$ cat src/rtl/channel_pkg.sv
// channel_pkg: shared voltage width, level type, FSM encoding and Gray helpers
package channel_pkg;
  localparam int VTH_W = 16;
  typedef logic [1:0] level_t;
  typedef enum logic [1:0] {IDLE = 2'd0, RUN = 2'd1, DONE = 2'd2} state_t;
  function automatic logic [1:0] gray_of(input level_t l);
    return {l[1], l[1] ^ l[0]};
  endfunction
  function automatic logic [1:0] gray_bit_errs(input level_t a, input level_t b);
    logic [1:0] x;
    x = gray_of(a) ^ gray_of(b);
    return {1'b0, x[1]} + {1'b0, x[0]};
  endfunction
endpackage

$ cat src/rtl/level_align_fifo.sv
// level_align_fifo: sync FIFO of written levels, same-cycle push/pop at full and empty
module level_align_fifo
  import channel_pkg::*;
#(
  parameter int DEPTH = 64
) (
  input  logic   clk,
  input  logic   reset,
  input  logic   push,
  input  logic   pop,
  input  level_t wr_data,
  output level_t rd_data,
  output logic   full,
  output logic   empty
);
  localparam int AW = $clog2(DEPTH);
  localparam int PW = AW + 1;
  level_t mem_q [DEPTH];
  logic [AW:0] wr_ptr_q, wr_ptr_d, rd_ptr_q, rd_ptr_d;
  logic do_push, do_pop;
  always_comb begin
    empty = wr_ptr_q == rd_ptr_q;
    full = (wr_ptr_q[AW] != rd_ptr_q[AW]) && (wr_ptr_q[AW-1:0] == rd_ptr_q[AW-1:0]);
    do_pop = pop && !empty;
    do_push = push && (!full || do_pop);
    wr_ptr_d = wr_ptr_q + PW'(do_push);
    rd_ptr_d = rd_ptr_q + PW'(do_pop);
    rd_data = mem_q[rd_ptr_q[AW-1:0]];
  end
  always_ff @(posedge clk) begin
    if (reset) begin
      wr_ptr_q <= '0;
      rd_ptr_q <= '0;
    end else begin
      wr_ptr_q <= wr_ptr_d;
      rd_ptr_q <= rd_ptr_d;
    end
  end
  always_ff @(posedge clk) begin
    if (do_push) mem_q[wr_ptr_q[AW-1:0]] <= wr_data;
  end
endmodule

$ cat src/rtl/vth_read_detector.sv
// vth_read_detector: hard-decides channel voltages against three refs and counts symbol/Gray bit errors per frame
module vth_read_detector #(
  parameter int VTH_W      = channel_pkg::VTH_W,
  parameter int FIFO_DEPTH = 64,
  parameter int FRAME_LEN  = 1024,
  parameter int CNT_W      = 20
) (
  input  logic             clk,
  input  logic             reset,
  input  logic             start,
  input  logic [VTH_W-1:0] ref_v1,
  input  logic [VTH_W-1:0] ref_v2,
  input  logic [VTH_W-1:0] ref_v3,
  input  logic [1:0]       level_in,
  input  logic             level_valid,
  input  logic [VTH_W-1:0] vth_in,
  input  logic             vth_valid,
  output logic [1:0]       det_level,
  output logic             det_valid,
  output logic             det_err,
  output logic [CNT_W-1:0] sym_err_cnt,
  output logic [CNT_W-1:0] bit_err_cnt,
  output logic             busy,
  output logic             frame_done,
  output logic             fifo_ovf,
  output logic             fifo_unf
);
  import channel_pkg::*;
  localparam int SW = $clog2(FRAME_LEN + 1);
  localparam int XW = CNT_W + 1;
  localparam logic [CNT_W-1:0] CNT_MAX = '1;
  state_t state_q, state_d;
  logic [VTH_W-1:0] ref1_q, ref1_d, ref2_q, ref2_d, ref3_q, ref3_d;
  level_t det, wr_level, det_level_q, det_level_d;
  logic det_valid_q, det_valid_d, det_err_q, det_err_d;
  logic [1:0] det_bits_q, det_bits_d;
  logic [SW-1:0] smp_q, smp_d;
  logic [CNT_W-1:0] sym_q, sym_d, bit_q, bit_d;
  logic [XW-1:0] sym_sum, bit_sum;
  logic frame_done_q, frame_done_d, ovf_q, ovf_d, unf_q, unf_d;
  logic fifo_full, fifo_empty, take_start, count, last;
  level_align_fifo #(.DEPTH(FIFO_DEPTH)) u_fifo (
    .clk    (clk),
    .reset  (reset),
    .push   (level_valid),
    .pop    (vth_valid),
    .wr_data(level_in),
    .rd_data(wr_level),
    .full   (fifo_full),
    .empty  (fifo_empty)
  );
  always_ff @(posedge clk) begin
    if (reset) state_q <= IDLE;
    else state_q <= state_d;
  end
  // Counting is driven by the registered det_valid, so the frame closes on the FRAME_LEN-th counted sample
  always_comb begin
    take_start = start && state_q != RUN;
    count = state_q == RUN && det_valid_q;
    last = count && smp_q == SW'(FRAME_LEN - 1);
    state_d = take_start ? RUN : last ? DONE : state_q;
  end
  always_comb begin
    busy = state_q == RUN;
  end
  always_comb begin
    det = 2'(vth_in >= ref1_q) + 2'(vth_in >= ref2_q) + 2'(vth_in >= ref3_q);
    det_valid_d = vth_valid && !fifo_empty;
    det_level_d = det_valid_d ? det : det_level_q;
    det_err_d = det_valid_d ? det != wr_level : det_err_q;
    det_bits_d = det_valid_d ? gray_bit_errs(det, wr_level) : det_bits_q;
    sym_sum = {1'b0, sym_q} + XW'(det_err_q);
    bit_sum = {1'b0, bit_q} + XW'(det_bits_q);
    sym_d = take_start ? '0 : count ? (sym_sum[CNT_W] ? CNT_MAX : sym_sum[CNT_W-1:0]) : sym_q;
    bit_d = take_start ? '0 : count ? (bit_sum[CNT_W] ? CNT_MAX : bit_sum[CNT_W-1:0]) : bit_q;
    smp_d = take_start ? '0 : count ? smp_q + SW'(1) : smp_q;
    frame_done_d = last;
    ovf_d = (!take_start && ovf_q) || (level_valid && fifo_full && !det_valid_d);
    unf_d = (!take_start && unf_q) || (vth_valid && fifo_empty);
    ref1_d = take_start ? ref_v1 : ref1_q;
    ref2_d = take_start ? ref_v2 : ref2_q;
    ref3_d = take_start ? ref_v3 : ref3_q;
  end
  always_ff @(posedge clk) begin
    if (reset) begin
      ref1_q <= '0;
      ref2_q <= '0;
      ref3_q <= '0;
      det_level_q <= '0;
      det_valid_q <= 1'b0;
      det_err_q <= 1'b0;
      det_bits_q <= '0;
      smp_q <= '0;
      sym_q <= '0;
      bit_q <= '0;
      frame_done_q <= 1'b0;
      ovf_q <= 1'b0;
      unf_q <= 1'b0;
    end else begin
      ref1_q <= ref1_d;
      ref2_q <= ref2_d;
      ref3_q <= ref3_d;
      det_level_q <= det_level_d;
      det_valid_q <= det_valid_d;
      det_err_q <= det_err_d;
      det_bits_q <= det_bits_d;
      smp_q <= smp_d;
      sym_q <= sym_d;
      bit_q <= bit_d;
      frame_done_q <= frame_done_d;
      ovf_q <= ovf_d;
      unf_q <= unf_d;
    end
  end
  always_comb begin
    det_level = det_level_q;
    det_valid = det_valid_q;
    det_err = det_err_q;
    sym_err_cnt = sym_q;
    bit_err_cnt = bit_q;
    frame_done = frame_done_q;
    fifo_ovf = ovf_q;
    fifo_unf = unf_q;
  end
endmodule

$ cat config.mk
export PLATFORM = sky130hd
export DESIGN_NAME = vth_read_detector
export DESIGN_NICKNAME = d
export VERILOG_FILES = /design/src/rtl/channel_pkg.sv /design/src/rtl/level_align_fifo.sv /design/src/rtl/vth_read_detector.sv
export SDC_FILE = /design/constraint.sdc
export NUM_CORES = 1
export LEC_CHECK = 0
export ABC_CLOCK_PERIOD_IN_PS = 5500
export CORE_UTILIZATION = 55
export CTS_CLUSTER_DIAMETER = 80
export DETAILED_ROUTE_END_ITERATION = 10
export DONT_BUFFER_PORTS = 1
export PLACE_DENSITY = 0.8
export SYNTH_ARGS = -nofsm -noshare
export SYNTH_HDL_FRONTEND = slang
export SYNTH_HIERARCHICAL = 1
export SYNTH_SLANG_ARGS = --single-unit
export TNS_END_PERCENT = 5
$ cat constraint.sdc
create_clock -name clk -period 5.5 [get_ports clk]
set_input_delay 0.275 -clock clk [delete_from_list [all_inputs] [get_ports clk]]
set_output_delay 0.275 -clock clk [all_outputs]
set_load 0.1 [all_outputs]
==> results.sh <==
export IMPL_outcome="finished, final reports clean"
export IMPL_final_setup_viol_count=0
export IMPL_slew_headroom=0.240
export IMPL_p_per_area_nw_per_um2=319
export IMPL_cts_sinks=252
export IMPL_hp_class="primary input to flip-flop"
export IMPL_syn_inst=1074
export IMPL_num_rows=53
export IMPL_cts_tree="built"
export IMPL_start_kind="flip-flop"
export IMPL_fin_skew_ps=16.9
export IMPL_final_util=0.633
export IMPL_grt_overflow_total=0
export IMPL_worstPathArrival_ps=3780
export IMPL_fin_tns_setup_ps=0
export IMPL_fmax_mhz=296
export IMPL_post_cts_buffers=0
export IMPL_ios=119
export IMPL_ys_seq_area_frac=0.537
export IMPL_hold_buffers=54
export IMPL_min_delay_path_depth=3
export IMPL_worst_ep_required_time_ps=5910
export IMPL_ant_nets=0
export IMPL_grt_max_degree=73
export IMPL_remaining_drc_errors=0
export IMPL_end_kind="flip-flop"
export IMPL_path_max_fanout=35
export IMPL_grt_usage=0.246
export IMPL_viasPerCell=5.99
export IMPL_worstRegToRegCells=11
export IMPL_syn_avg_cell_area_sq_um=11.0
export IMPL_path_clk_slew_ps=60
export IMPL_synthArstFlopShare=0
export IMPL_start_util=0.560
export IMPL_grt_pass1_vias=8363
export IMPL_min_to="det_bits_q[0]$_SDFFE_PP0P_"
export IMPL_slew_viol_final=0
export IMPL_peakVddDrop_mv=0.296
export IMPL_drive_above_1_share=0.100
export IMPL_cts_max_path_buffers=3
export IMPL_fp_dieArea_sq_um=22000
export IMPL_cts_buffers=26
export IMPL_leakage_uw=0.00473
export IMPL_die_h_um=148
export IMPL_syn_nets=1205
export IMPL_area_growth_syn_to_layout_pct=12.9
export IMPL_worst_pin_slew_ps=1140
export IMPL_cts_resized=0
export IMPL_yosysUniqueCellTypes=71
export IMPL_syn_area_sq_um=11800
export IMPL_r2r_end="det_bits_q[0]$_SDFFE_PP0P_"
export IMPL_wl_um=26900
export IMPL_cts_root_buf="clkbuf_16"
export IMPL_period_minus_slack_ps=3380
export IMPL_layout_common_cells="nand2_1 (155), edfxtp_1 (128), dfxtp_1 (123), nor2_1 (108), a21oi_1 (92)"
export IMPL_cp_cell_sequence="buf_4 -> mux4_2 -> mux2i_1 -> o221a_2 -> a41oi_1 -> and3_1 -> xor2_1 -> xnor2_1 -> ha_1 -> nand2_1 -> a21oi_1"
export IMPL_diodes=0
export IMPL_vias=8414
export IMPL_dpl_hpwl_um=17200
export IMPL_die_width_um=148
export IMPL_cpPeakStageDelay_ps=1040
export IMPL_drt_iter0_drc=663
export IMPL_yosys_register_bits=252
export IMPL_reg2reg_from="u_fifo/rd_ptr_q[0]$_SDFF_PP0_"
export IMPL_grt_pass1_wl_um=42500
export IMPL_globalplace_congestion=0.886
export IMPL_hold_viol_final=0
export IMPL_antenna_found_initial=0
export IMPL_synth_edf_count=128
export IMPL_r2r_slack_ps=2120
export IMPL_cpMaxStageDelayCell="dfxtp_2"
export IMPL_synth_ff_type="edfxtp_1"
export IMPL_finalCritPeriodShare=0.614
export IMPL_core_sq_um=21000
export IMPL_io_buffers=0
export IMPL_worstSetupPathType="flip-flop to flip-flop"
export IMPL_hold_start="vth_valid"
export IMPL_htreeDepth=1
export IMPL_clock_latency_ps=530
export IMPL_drv_cap=0
export IMPL_finalPower_uw=4240
export IMPL_layout_cells_most_common="nand2_1"
export IMPL_wl_per_cell_um=19.1
export IMPL_yosys_warnings=6
export IMPL_drtPass1Iterations=6
export IMPL_nets=1241
export IMPL_rsz0062_at_grt="no"
-- cells in the mapped netlist (6+ instances only) --
library cell  number  area (sq um)
a21o_1             6          45.0
a21oi_1           92           460
a21oi_2           10          87.6
a31oi_1           11          68.8
and3_1            14          87.6
and4_1             6          52.6
buf_1              6          22.5
buf_2             16          80.1
clkbuf_1          22          82.6
dfxtp_1          124          2480
edfxtp_1         128          3840
ha_1              58           726
inv_1             55           206
mux2i_1           11           110
mux4_2            26           586
nand2_1          155           582
nand2b_1           6          37.5
nand3_1           23           115
nand3b_1           6          45.0
nand4_1           16           100
nor2_1           108           405
nor2b_1            9          56.3
nor3_1             6          30.0
o21ai_0           14          70.1
xnor2_1           13           114
xor2_1            40           350
-- layer usage --
layer | GRT usage | vias up | routed length (um)
li1 | - | 3895 | -
met1 | 0.307 | 4067 | 10800
met2 | 0.422 | 356 | 13100
met3 | 0.0472 | 96 | 1880
met4 | 0.0948 | 0 | 1040
met5 | 0 | - | 0
-- layout make-up --
cell class                      instances  area, sq um
Sequential cell                       252         6330
Timing Repair Buffer                   60          631
Inverter                               55          206
Fill cell                            1551         7720
Clock inverter                         11         66.3
Multi-Input combinational cell        715         4980
Tap cell                              275          344
Clock buffer                           37          744
-- how the worst max path moves through the flow --
| stage | to | slack [ps] | start |
|---|---|---|---|
| after floorplan | det_bits_q[0]$_SDFFE_PP0P_ | 2690 | vth_in[0] |
| after global placement | det_bits_q[0]$_SDFFE_PP0P_ | 2160 | u_fifo/rd_ptr_q[0]$_SDFF_PP0_ |
| after detailed placement | det_bits_q[0]$_SDFFE_PP0P_ | 2110 | u_fifo/rd_ptr_q[0]$_SDFF_PP0_ |
| after CTS | det_bits_q[0]$_SDFFE_PP0P_ | 2080 | u_fifo/rd_ptr_q[0]$_SDFF_PP0_ |
| after global routing | det_bits_q[0]$_SDFFE_PP0P_ | 1810 | u_fifo/rd_ptr_q[0]$_SDFF_PP0_ |
| final | det_bits_q[0]$_SDFFE_PP0P_ | 2120 | u_fifo/rd_ptr_q[0]$_SDFF_PP0_ |
-- cell families after synthesis --
family / count (synthesis) / share of synthesized area
AND/OR/NAND/NOR: 386 / 0.161
AO/OA/AOI/OAI: 173 / 0.0926
multiplexers: 43 / 0.0648
adder cells (fa/ha/maj): 60 / 0.0650
buffers and inverters: 107 / 0.0399
XOR/XNOR: 53 / 0.0394
flip-flops: 252 / 0.537
-- sequential cells by signal, indices dropped and copies added (netlist names), 2 cells and up --
name             cells
ref1_q              16
state_q              2
ref3_q              16
ref2_q              16
bit_err_cnt         20
sym_err_cnt         20
u_fifo/rd_ptr_q      7
det_level            2
u_fifo/wr_ptr_q      7
smp_q               11
det_bits_q           2
u_fifo/mem_q       128
-- power breakdown --
part	total [uW]	internal [uW]	switching [uW]
Sequential	2130	2010	121
Combinational	463	224	239
Clock	1650	943	704
-- worst max-delay path: cells and delay by family (launching register included) --
kind	cells	cell delay (ps)
compound gates	3	320
simple gates	2	290
fa+ha+maj	1	290
xor+xnor	2	360
buf+inv	1	310
flops	1	1040
mux	2	640
-- per-stage QoR --
step / cells / area [sq um] / hold slack [ps] / setup WS [ps]
6_report: 1405 / 13300 / 76.9 / 2120
5_1_grt: 1405 / 13300 / 87.9 / 1810
4_1_cts: 1405 / 13300 / 58.9 / 2080
3_5_place_dp: 1303 / 11900 / 351 / 2110
3_3_place_gp: 1303 / 11900 / 353 / 2160
2_1_floorplan: 1074 / 11800 / 344 / 2690
(Power assumes the default switching activity.)
